==> src/rtl/fifo_pkg.sv <==
// ---------------------------------------------------------------------------
// fifo_pkg : shared constants and occupancy state type for fifo_read_adapter
// Rev 1.0  : initial release
// ---------------------------------------------------------------------------
`default_nettype none

package fifo_pkg;

  localparam int WIDTH_DEFAULT = 8;
  localparam int SKID_DEPTH    = 2;

  typedef enum logic [1:0] {
    EMPTY = 2'd0,
    ONE   = 2'd1,
    TWO   = 2'd2
  } occ_state_e;

endpackage

`default_nettype wire

==> src/rtl/fifo_read_adapter_skid_buf2.sv <==
// ---------------------------------------------------------------------------
// skid_buf2 : two-entry in-order holding buffer; entry 0 is always the head
// Rev 1.0   : initial release
// ---------------------------------------------------------------------------
`default_nettype none

module skid_buf2
  import fifo_pkg::*;
#(
  parameter int WIDTH = WIDTH_DEFAULT
) (
  input  logic             clk,
  input  logic             rst,
  input  logic             push,
  input  logic [WIDTH-1:0] push_data,
  input  logic             pop,
  output logic [WIDTH-1:0] head_data,
  output occ_state_e       state,
  output logic             valid
);

  occ_state_e       state_q, state_d;
  logic [WIDTH-1:0] ent0_q, ent0_d;
  logic [WIDTH-1:0] ent1_q, ent1_d;
  logic             do_pop;
  logic             do_push;

  always_comb begin
    state_d = state_q;
    ent0_d  = ent0_q;
    ent1_d  = ent1_q;
    do_pop  = pop && (state_q != EMPTY);
    // A full buffer only accepts a push when the head leaves in the same cycle
    do_push = push && ((state_q != TWO) || do_pop);

    case (state_q)
      EMPTY: begin
        if (do_push) begin
          ent0_d  = push_data;
          state_d = ONE;
        end
      end
      ONE: begin
        if (do_push && do_pop) begin
          ent0_d = push_data;
        end else if (do_push) begin
          ent1_d  = push_data;
          state_d = TWO;
        end else if (do_pop) begin
          state_d = EMPTY;
        end
      end
      TWO: begin
        if (do_pop) begin
          ent0_d = ent1_q;
          if (do_push) begin
            ent1_d = push_data;
          end else begin
            state_d = ONE;
          end
        end
      end
      default: state_d = EMPTY;
    endcase
  end

  always_ff @(posedge clk) begin
    if (rst) begin
      state_q <= EMPTY;
      ent0_q  <= '0;
      ent1_q  <= '0;
    end else begin
      state_q <= state_d;
      ent0_q  <= ent0_d;
      ent1_q  <= ent1_d;
    end
  end

  assign head_data = ent0_q;
  assign state     = state_q;
  assign valid     = (state_q != EMPTY);

endmodule

`default_nettype wire

==> src/rtl/fifo_read_adapter.sv <==
// ---------------------------------------------------------------------------
// fifo_read_adapter : turns a synchronous FIFO read port into valid/ready.
// Optional macro FIFO_READ_ADAPTER_CNT_EN adds the wordCount transfer counter.
// Rev 1.0 : initial release
// ---------------------------------------------------------------------------
`default_nettype none

module fifo_read_adapter #(
  parameter int WIDTH      = fifo_pkg::WIDTH_DEFAULT,
  parameter int SKID_DEPTH = fifo_pkg::SKID_DEPTH
) (
  input  logic             clk,
  input  logic             rst,
  input  logic             fifoEmpty,
  input  logic [WIDTH-1:0] fifoData,
  output logic             fifoRdEn,
  output logic             outValid,
  input  logic             outReady,
  output logic [WIDTH-1:0] outData
`ifdef FIFO_READ_ADAPTER_CNT_EN
  ,
  output logic [15:0]      wordCount
`endif
);

  import fifo_pkg::*;

  generate
    if (SKID_DEPTH != 2) begin : g_bad_depth
      $error("fifo_read_adapter: SKID_DEPTH must be 2");
    end
  endgenerate

  occ_state_e       occ;
  logic             buf_valid;
  logic [WIDTH-1:0] head_data;
  logic             in_flight_q, in_flight_d;
  logic             xfer;
  logic [2:0]       load;

  // Words held plus the one returning, less the one leaving, must stay below 2
  always_comb begin
    xfer        = outValid && outReady;
    load        = {1'b0, occ} + {2'b00, in_flight_q} - {2'b00, xfer};
    fifoRdEn    = !fifoEmpty && !rst && (load < 3'd2);
    in_flight_d = fifoRdEn;
  end

  always_ff @(posedge clk) begin
    if (rst) begin
      in_flight_q <= 1'b0;
    end else begin
      in_flight_q <= in_flight_d;
    end
  end

  skid_buf2 #(
    .WIDTH (WIDTH)
  ) u_skid (
    .clk       (clk),
    .rst       (rst),
    .push      (in_flight_q),
    .push_data (fifoData),
    .pop       (xfer),
    .head_data (head_data),
    .state     (occ),
    .valid     (buf_valid)
  );

  assign outValid = buf_valid && !rst;
  assign outData  = rst ? '0 : head_data;

`ifdef FIFO_READ_ADAPTER_CNT_EN
  logic [15:0] word_count_q, word_count_d;

  always_comb begin
    word_count_d = word_count_q + {15'd0, xfer};
  end

  always_ff @(posedge clk) begin
    if (rst) begin
      word_count_q <= 16'd0;
    end else begin
      word_count_q <= word_count_d;
    end
  end

  assign wordCount = word_count_q;
`endif

endmodule

`default_nettype wire

==> config.mk <==
export PLATFORM = sky130hd
export DESIGN_NAME = fifo_read_adapter
export DESIGN_NICKNAME = d
export VERILOG_FILES = /design/src/rtl/fifo_pkg.sv /design/src/rtl/fifo_read_adapter_skid_buf2.sv /design/src/rtl/fifo_read_adapter.sv
export SDC_FILE = /design/constraint.sdc
export NUM_CORES = 1
export LEC_CHECK = 0
export ABC_CLOCK_PERIOD_IN_PS = 3400
export BUFFER_PORTS_ARGS = -buffer_cell sky130_fd_sc_hd__buf_2
export CORE_MARGIN = 1.5
export CORE_UTILIZATION = 40
export CTS_CLUSTER_DIAMETER = 120
export CTS_CLUSTER_SIZE = 28
export DETAILED_ROUTE_END_ITERATION = 6
export HOLD_SLACK_MARGIN = 0.1
export PLACE_DENSITY = 0.61
export SYNTH_ARGS = -nofsm -noshare
export SYNTH_HDL_FRONTEND = slang
export SYNTH_SLANG_ARGS = --single-unit
==> constraint.sdc <==
create_clock -name clk -period 3.4 [get_ports clk]
set_input_delay 0.17 -clock clk [delete_from_list [all_inputs] [get_ports clk]]
set_output_delay 0.17 -clock clk [all_outputs]
set_load 0.03 [all_outputs]
Yosys cells after proc, flatten, opt, wreduce, memory -nomap -nowiden
Index checks and enable logic that the tools add are counted.
{ "word_totals": {"register_bits": 19, "output_inout_bits": 10, "word_cells": 49, "in_bits": 12} }
{ "classes": {"reduce_logical": 17, "magnitude_cmp": 1, "n_addsub": 2, "mux": 16, "n_eq_ne": 9} }
{ "ops": {"columns": ["op", "count"], "rows": [
  ["$mux W8", 7],
  ["$pmux W8 S3", 1],
  ["$pmux W8 S2", 1],
  ["$mux W2", 6],
  ["$logic_and A1 B1 Y1", 7],
  ["$ne A2 B1 Y1 const B", 3],
  ["$ne A2 B2 Y1 const B", 3],
  ["$pmux W2 S3", 1],
  ["$reduce_and A5 Y1", 1],
  ["$reduce_and A4 Y1", 1],
  ["$reduce_bool A2 Y1", 2],
  ["$add A2 B1 Y3", 1],
  ["$lt A3 B2 Y1 const B", 1],
  ["$ne A3 B1 Y1 const B", 1],
  ["$reduce_and A3 Y1", 1],
  ["$reduce_bool A3 Y1", 1],
  ["$sub A3 B1 Y3", 1],
  ["$eq A2 B1 Y1 const B", 1],
  ["$eq A2 B2 Y1 const B", 1],
  ["$logic_not A1 Y1", 2],
  ["$logic_not A2 Y1", 1],
  ["$logic_or A1 B1 Y1", 1]
]} }

Logic depth before layout (Yosys ltp)
{ "depth": {"word_depth": 9, "ltp_mapped": 10, "depth_no_buf": 9} }

Cells and area by module
Synthesis repeated with hierarchy kept, for this count alone.
{ "hier_totals": {"hier_cells": 111, "area_unflattened_um2": 1089.8} }
{ "modules_own_cells": {"columns": ["module", "cells_each", "seq_area_each_um2", "area_per_inst_um2", "instances"], "rows": [
  ["skid_buf2", 92, 360.3, 925.9, 1],
  ["fifo_read_adapter", 19, 20.0, 163.9, 1]
]} }

Least setup slack after synthesis
No wires, ideal clock.
{ "synth_timing": {"kind": "register to output", "from": "register u_skid.state_q[1] (netlist: u_skid.state[1])", "to": "output fifoRdEn", "required_ns": 3.230, "arrival_time_ns": 3.207, "path_slack_ns": 0.023, "path_buffers": 1, "path_stages_with_launch": 11, "path_cell_list": "dfxtp_1 > inv_1 > ha_1 > buf_6 > or3b_4 > inv_1 > ha_1 > nand2b_1 > fa_1 > xor2_1 > nor4b_1"} }
{ "synth_between": {"elab_chain_len": 6, "word_cells_on_any_way": 7, "classes_between": "2 x add/sub; 1 x order compare; 4 x reduce/logical"} }
{ "synth_lines": {"columns": ["item", "line_no", "source"], "rows": [
  ["start, declared", "fifo_read_adapter_skid_buf2.sv:22", "occ_state_e state_q, state_d;"],
  ["start signal, assigned", "fifo_read_adapter_skid_buf2.sv:73", "state_q <= state_d;"],
  ["parallel branches: the longest is 3 deep, another holds $add A2 B1 Y3", null, null],
  ["$sub A3 B1 Y3 (*)", "fifo_read_adapter.sv:44", "load = {1'b0, occ} + {2'b00, in_flight_q} - {2'b00, xfer};"],
  ["$lt A3 B2 Y1 (*)", "fifo_read_adapter.sv:45", "fifoRdEn = !fifoEmpty && !rst && (load < 3'd2);"],
  ["$logic_and A1 B1 Y1 (*)", "fifo_read_adapter.sv:45", null],
  ["end, declared", "fifo_read_adapter.sv:16", "output logic fifoRdEn,"]
]} }
Every way passes the cells marked *.

Worst setup path after layout
{ "layout_timing": {"from": "register u_skid.state_q[0] (netlist: u_skid.state[0])", "to": "output fifoRdEn"} }
The elaborated chain is that of the path after synthesis.

==> flow_metrics.py <==
metrics = {
    "place": {
        "dpl-instance-area_um2": 1150,
        "gp_congestion": 0.788,
        "dpl_worst_slack_ns": 0.491,
        "post-dp-hpwl_um": 1460,
        "io_buffer_count": 21,
    },
    "layout": {
        "ff_latch_area_um2": 382,
        "layout_common_cells": "buf_2 (21), dfxtp_1 (18), mux2i_1 (16)",
        "num_antenna_cells": 0,
        "fin_area_um2": 1190,
        "fill_cells": 262,
        "area_growth_pct": 14.0,
        "mostFrequentLayoutCell": "buf_2",
        "nets": 148,
        "multi_input_area_um2": 607,
        "drive_gt1_share_pct": 21.7,
    },
    "floorplan": {
        "core-area_um2": 2480,
        "pin_count": 22,
        "fp.dieH_um": 54.1,
        "die_w_um": 54.1,
        "initial_core_util_pct": 42.2,
        "die-area_um2": 2930,
        "fp-row-count": 18,
    },
    "global_routing": {
        "grt_remaining_overflow": 0,
        "grt_pass1_wl_um": 3260,
        "grt.total_usage_pct": 15.3,
        "antenna_found_initial": 0,
        "grt_pass1_vias": 712,
        "grt_max_degree": 32,
    },
    "worst_setup_path": {
        "crit_type": "flop to output pin",
        "end_kind": "output pin",
        "critPathRequiredTime_ns": 3.23,
        "r2r_start": "u_skid.state[0]",
        "path_buf_inv": 3,
        "slowest_delay_ns": 0.43,
        "arrival_ns": 2.99,
        "crit_family": "adder cells",
        "path_cells": "inv_1, ha_1, or3b_4, inv_1, ha_1, nand2b_1, fa_1, xor2_1, nor4b_1, buf_2",
        "critPathMaxFanout": 8,
        "worstReg2RegEnd": "in_flight_q",
        "reg2reg_slack_ns": 0.87,
        "cpMaxStageDelayCell": "or3b_4",
        "reg2reg_depth": 9,
        "startpoint_type": "flop",
    },
    "sta": {
        "slew_viol_final": 0,
        "finalCriticalPeriod_ns": 3.16,
        "fmax_ghz": 0.317,
        "clock_skew_ns": 0.00306,
        "period_share_pct": 92.9,
        "worst_slack_ns": 0.241,
        "setup-violations-final": 0,
        "rsz0062_at_grt": "no",
        "maxSlewHeadroom_pct": 51.5,
        "hold_viol_final": 0,
        "tns_ns": 0,
        "worst-slew-pin-transition_ns": 0.727,
    },
    "synthesis": {
        "synth.distinct_cells": 26,
        "syn_area_um2": 1040,
        "synth_cells": 110,
        "ys_ff_latch": 19,
        "syn_avg_cell_area_um2": 9.50,
        "ys_warn_count": 0,
        "synth-seq-area-share_pct": 36.4,
        "syn_nets": 128,
    },
    "clock_network": {
        "clkLatencyLatePin_ns": 0.29,
        "clk_pin_slew_ns": 0.11,
        "cts.sinks": 19,
        "tritoncts": "done",
        "clk_path_buf_depth": 2,
        "postCtsSetupBuffers": 0,
        "htreeDepth": 1,
        "cts_root_buf": "clkbuf_4",
        "cts_buffers": 3,
    },
    "hold_path": {
        "hold_class": "primary input to flop",
        "holdPathStages": 3,
        "hp-start": "fifoData[0]",
        "worstHoldEndpoint": "u_skid.ent1_q[0]",
    },
    "route": {
        "drc": 0,
        "drtIter0Drc": 13,
        "dr.pass1.iters": 4,
        "avgViaCountPerCell": 5.19,
        "vias": 826,
        "wirelength_um": 2010,
        "wl_per_cell_um": 12.6,
        "drtAntennaViolNets": 0,
    },
    "pwr": {
        "cellLeakagePower_nw": 0.464,
        "p_per_area_nw_per_um2": 817,
        "peakVddDrop_mv": 0.400,
    },
    "flow_run": {
        "maxCapViolCount": 0,
    },
    "run_status": {
        "run_status": "finished, final reports clean",
    },
}
[worst register-to-register path, delay by kind of cell, from the launching register on]
family | cells | cell delay, ns
fa+ha+maj | 3 | 0.90
simple gates | 3 | 0.80
flops | 1 | 0.38
buf+inv | 2 | 0.19
xor+xnor | 1 | 0.16
[registers in the layout, summed over array words and instances, names as in the netlist]
register and cells:
in_flight_q 1, u_skid.ent1_q 8, u_skid.head_data 8, u_skid.state 2
[metal layers]
metal / wire length, µm / up-vias / GRT usage, %
met2: 870 / 19 / 23.6
met3: 89 / 2 / 2.50
met4: 10 / 0 / 5.00
li1: - / 431 / -
met1: 1040 / 374 / 21.8
met5: 0 / - / 0
[kinds of logic after synthesis]
logic type / count (synthesis) / share of synthesized area (%)
AOI/OAI and AO/OA: 25 / 17.2
muxes: 16 / 15.3
buffers and inverters: 13 / 5.51
and+or+nand+nor: 29 / 15.9
adders and majority gates: 6 / 7.90
DFF: 19 / 36.4
xor gates and xnor gates: 2 / 1.68
[through the flow]
stage / power [W] / util [%] / cells / hold WS (ns)
3_3_place_gp: 0.000853 / 46.5 / 154 / 0.353
4_1_cts: 0.000978 / 48.0 / 159 / 0.118
3_5_place_dp: 0.000860 / 46.5 / 154 / 0.358
5_1_grt: 0.00106 / 48.1 / 159 / 0.132
2_1_floorplan: 0.000772 / - / 110 / 0.249
6_report: 0.000973 / 48.1 / 159 / 0.119
[where the power goes]
part / total, W / switching, W / internal [W]
clock network: 0.000115 / 0.0000709 / 0.0000437
registers: 0.000334 / 0.0000425 / 0.000292
logic: 0.000524 / 0.000308 / 0.000216
total: 0.000973 / 0.000421 / 0.000552
[Yosys cell counts]
library cell / count / share of area (%)
or3b_4: 1 / 1.1
a21oi_1: 2 / 0.96
dfxtp_1: 19 / 36
buf_2: 1 / 0.48
nor2b_1: 9 / 5.4
clkbuf_1: 5 / 1.8
nand2b_1: 3 / 1.8
xnor2_1: 1 / 0.84
nor2_1: 10 / 3.6
and3_1: 1 / 0.60
nor4bb_1: 1 / 0.96
mux2i_1: 16 / 15
ha_1: 5 / 6.0
xor2_1: 1 / 0.84
nand2_1: 1 / 0.36
a31oi_1: 9 / 5.4
buf_6: 1 / 1.1
o21ai_1: 2 / 0.96
nor4b_1: 2 / 1.7
o22a_1: 1 / 0.84
a211oi_1: 10 / 7.2
nor3_1: 1 / 0.48
clkinv_1: 1 / 0.36
a211oi_4: 1 / 1.9
fa_1: 1 / 1.9
inv_1: 5 / 1.8
[worst max-delay path by stage]
| stage | startpoint | to | slack, ns | cells past startpoint |
|---|---|---|---|---|
| 2_1_floorplan | u_skid.state[1] | fifoRdEn | 0.02 | 10 |
| 3_3_place_gp | u_skid.state[1] | fifoRdEn | 0.55 | 10 |
| 3_5_place_dp | u_skid.state[1] | fifoRdEn | 0.49 | 10 |
| 4_1_cts | u_skid.state[1] | fifoRdEn | 0.13 | 10 |
| 5_1_grt | u_skid.state[0] | fifoRdEn | 0.02 | 10 |
| 6_report | u_skid.state[0] | fifoRdEn | 0.24 | 10 |
[timing repair]
| item | in CTS | in global routing |
|---|---|---|
| gates resized for setup | 0 | 1 |
| hold endpoints to repair | 1 | 0 |
| setup endpoints to repair | 0 | 1 |
| hold buffers | 1 | 0 |
[layout make-up]
type	count	area share, %
multi-input combinational	78	50.9
sequential	19	32.0
timing repair buffer	22	9.66
tap	30	3.15
clock buffer	3	1.89
inverter	6	1.89
clock inverter	1	0.420
No activity file was read; power rests on OpenSTA's default activity.
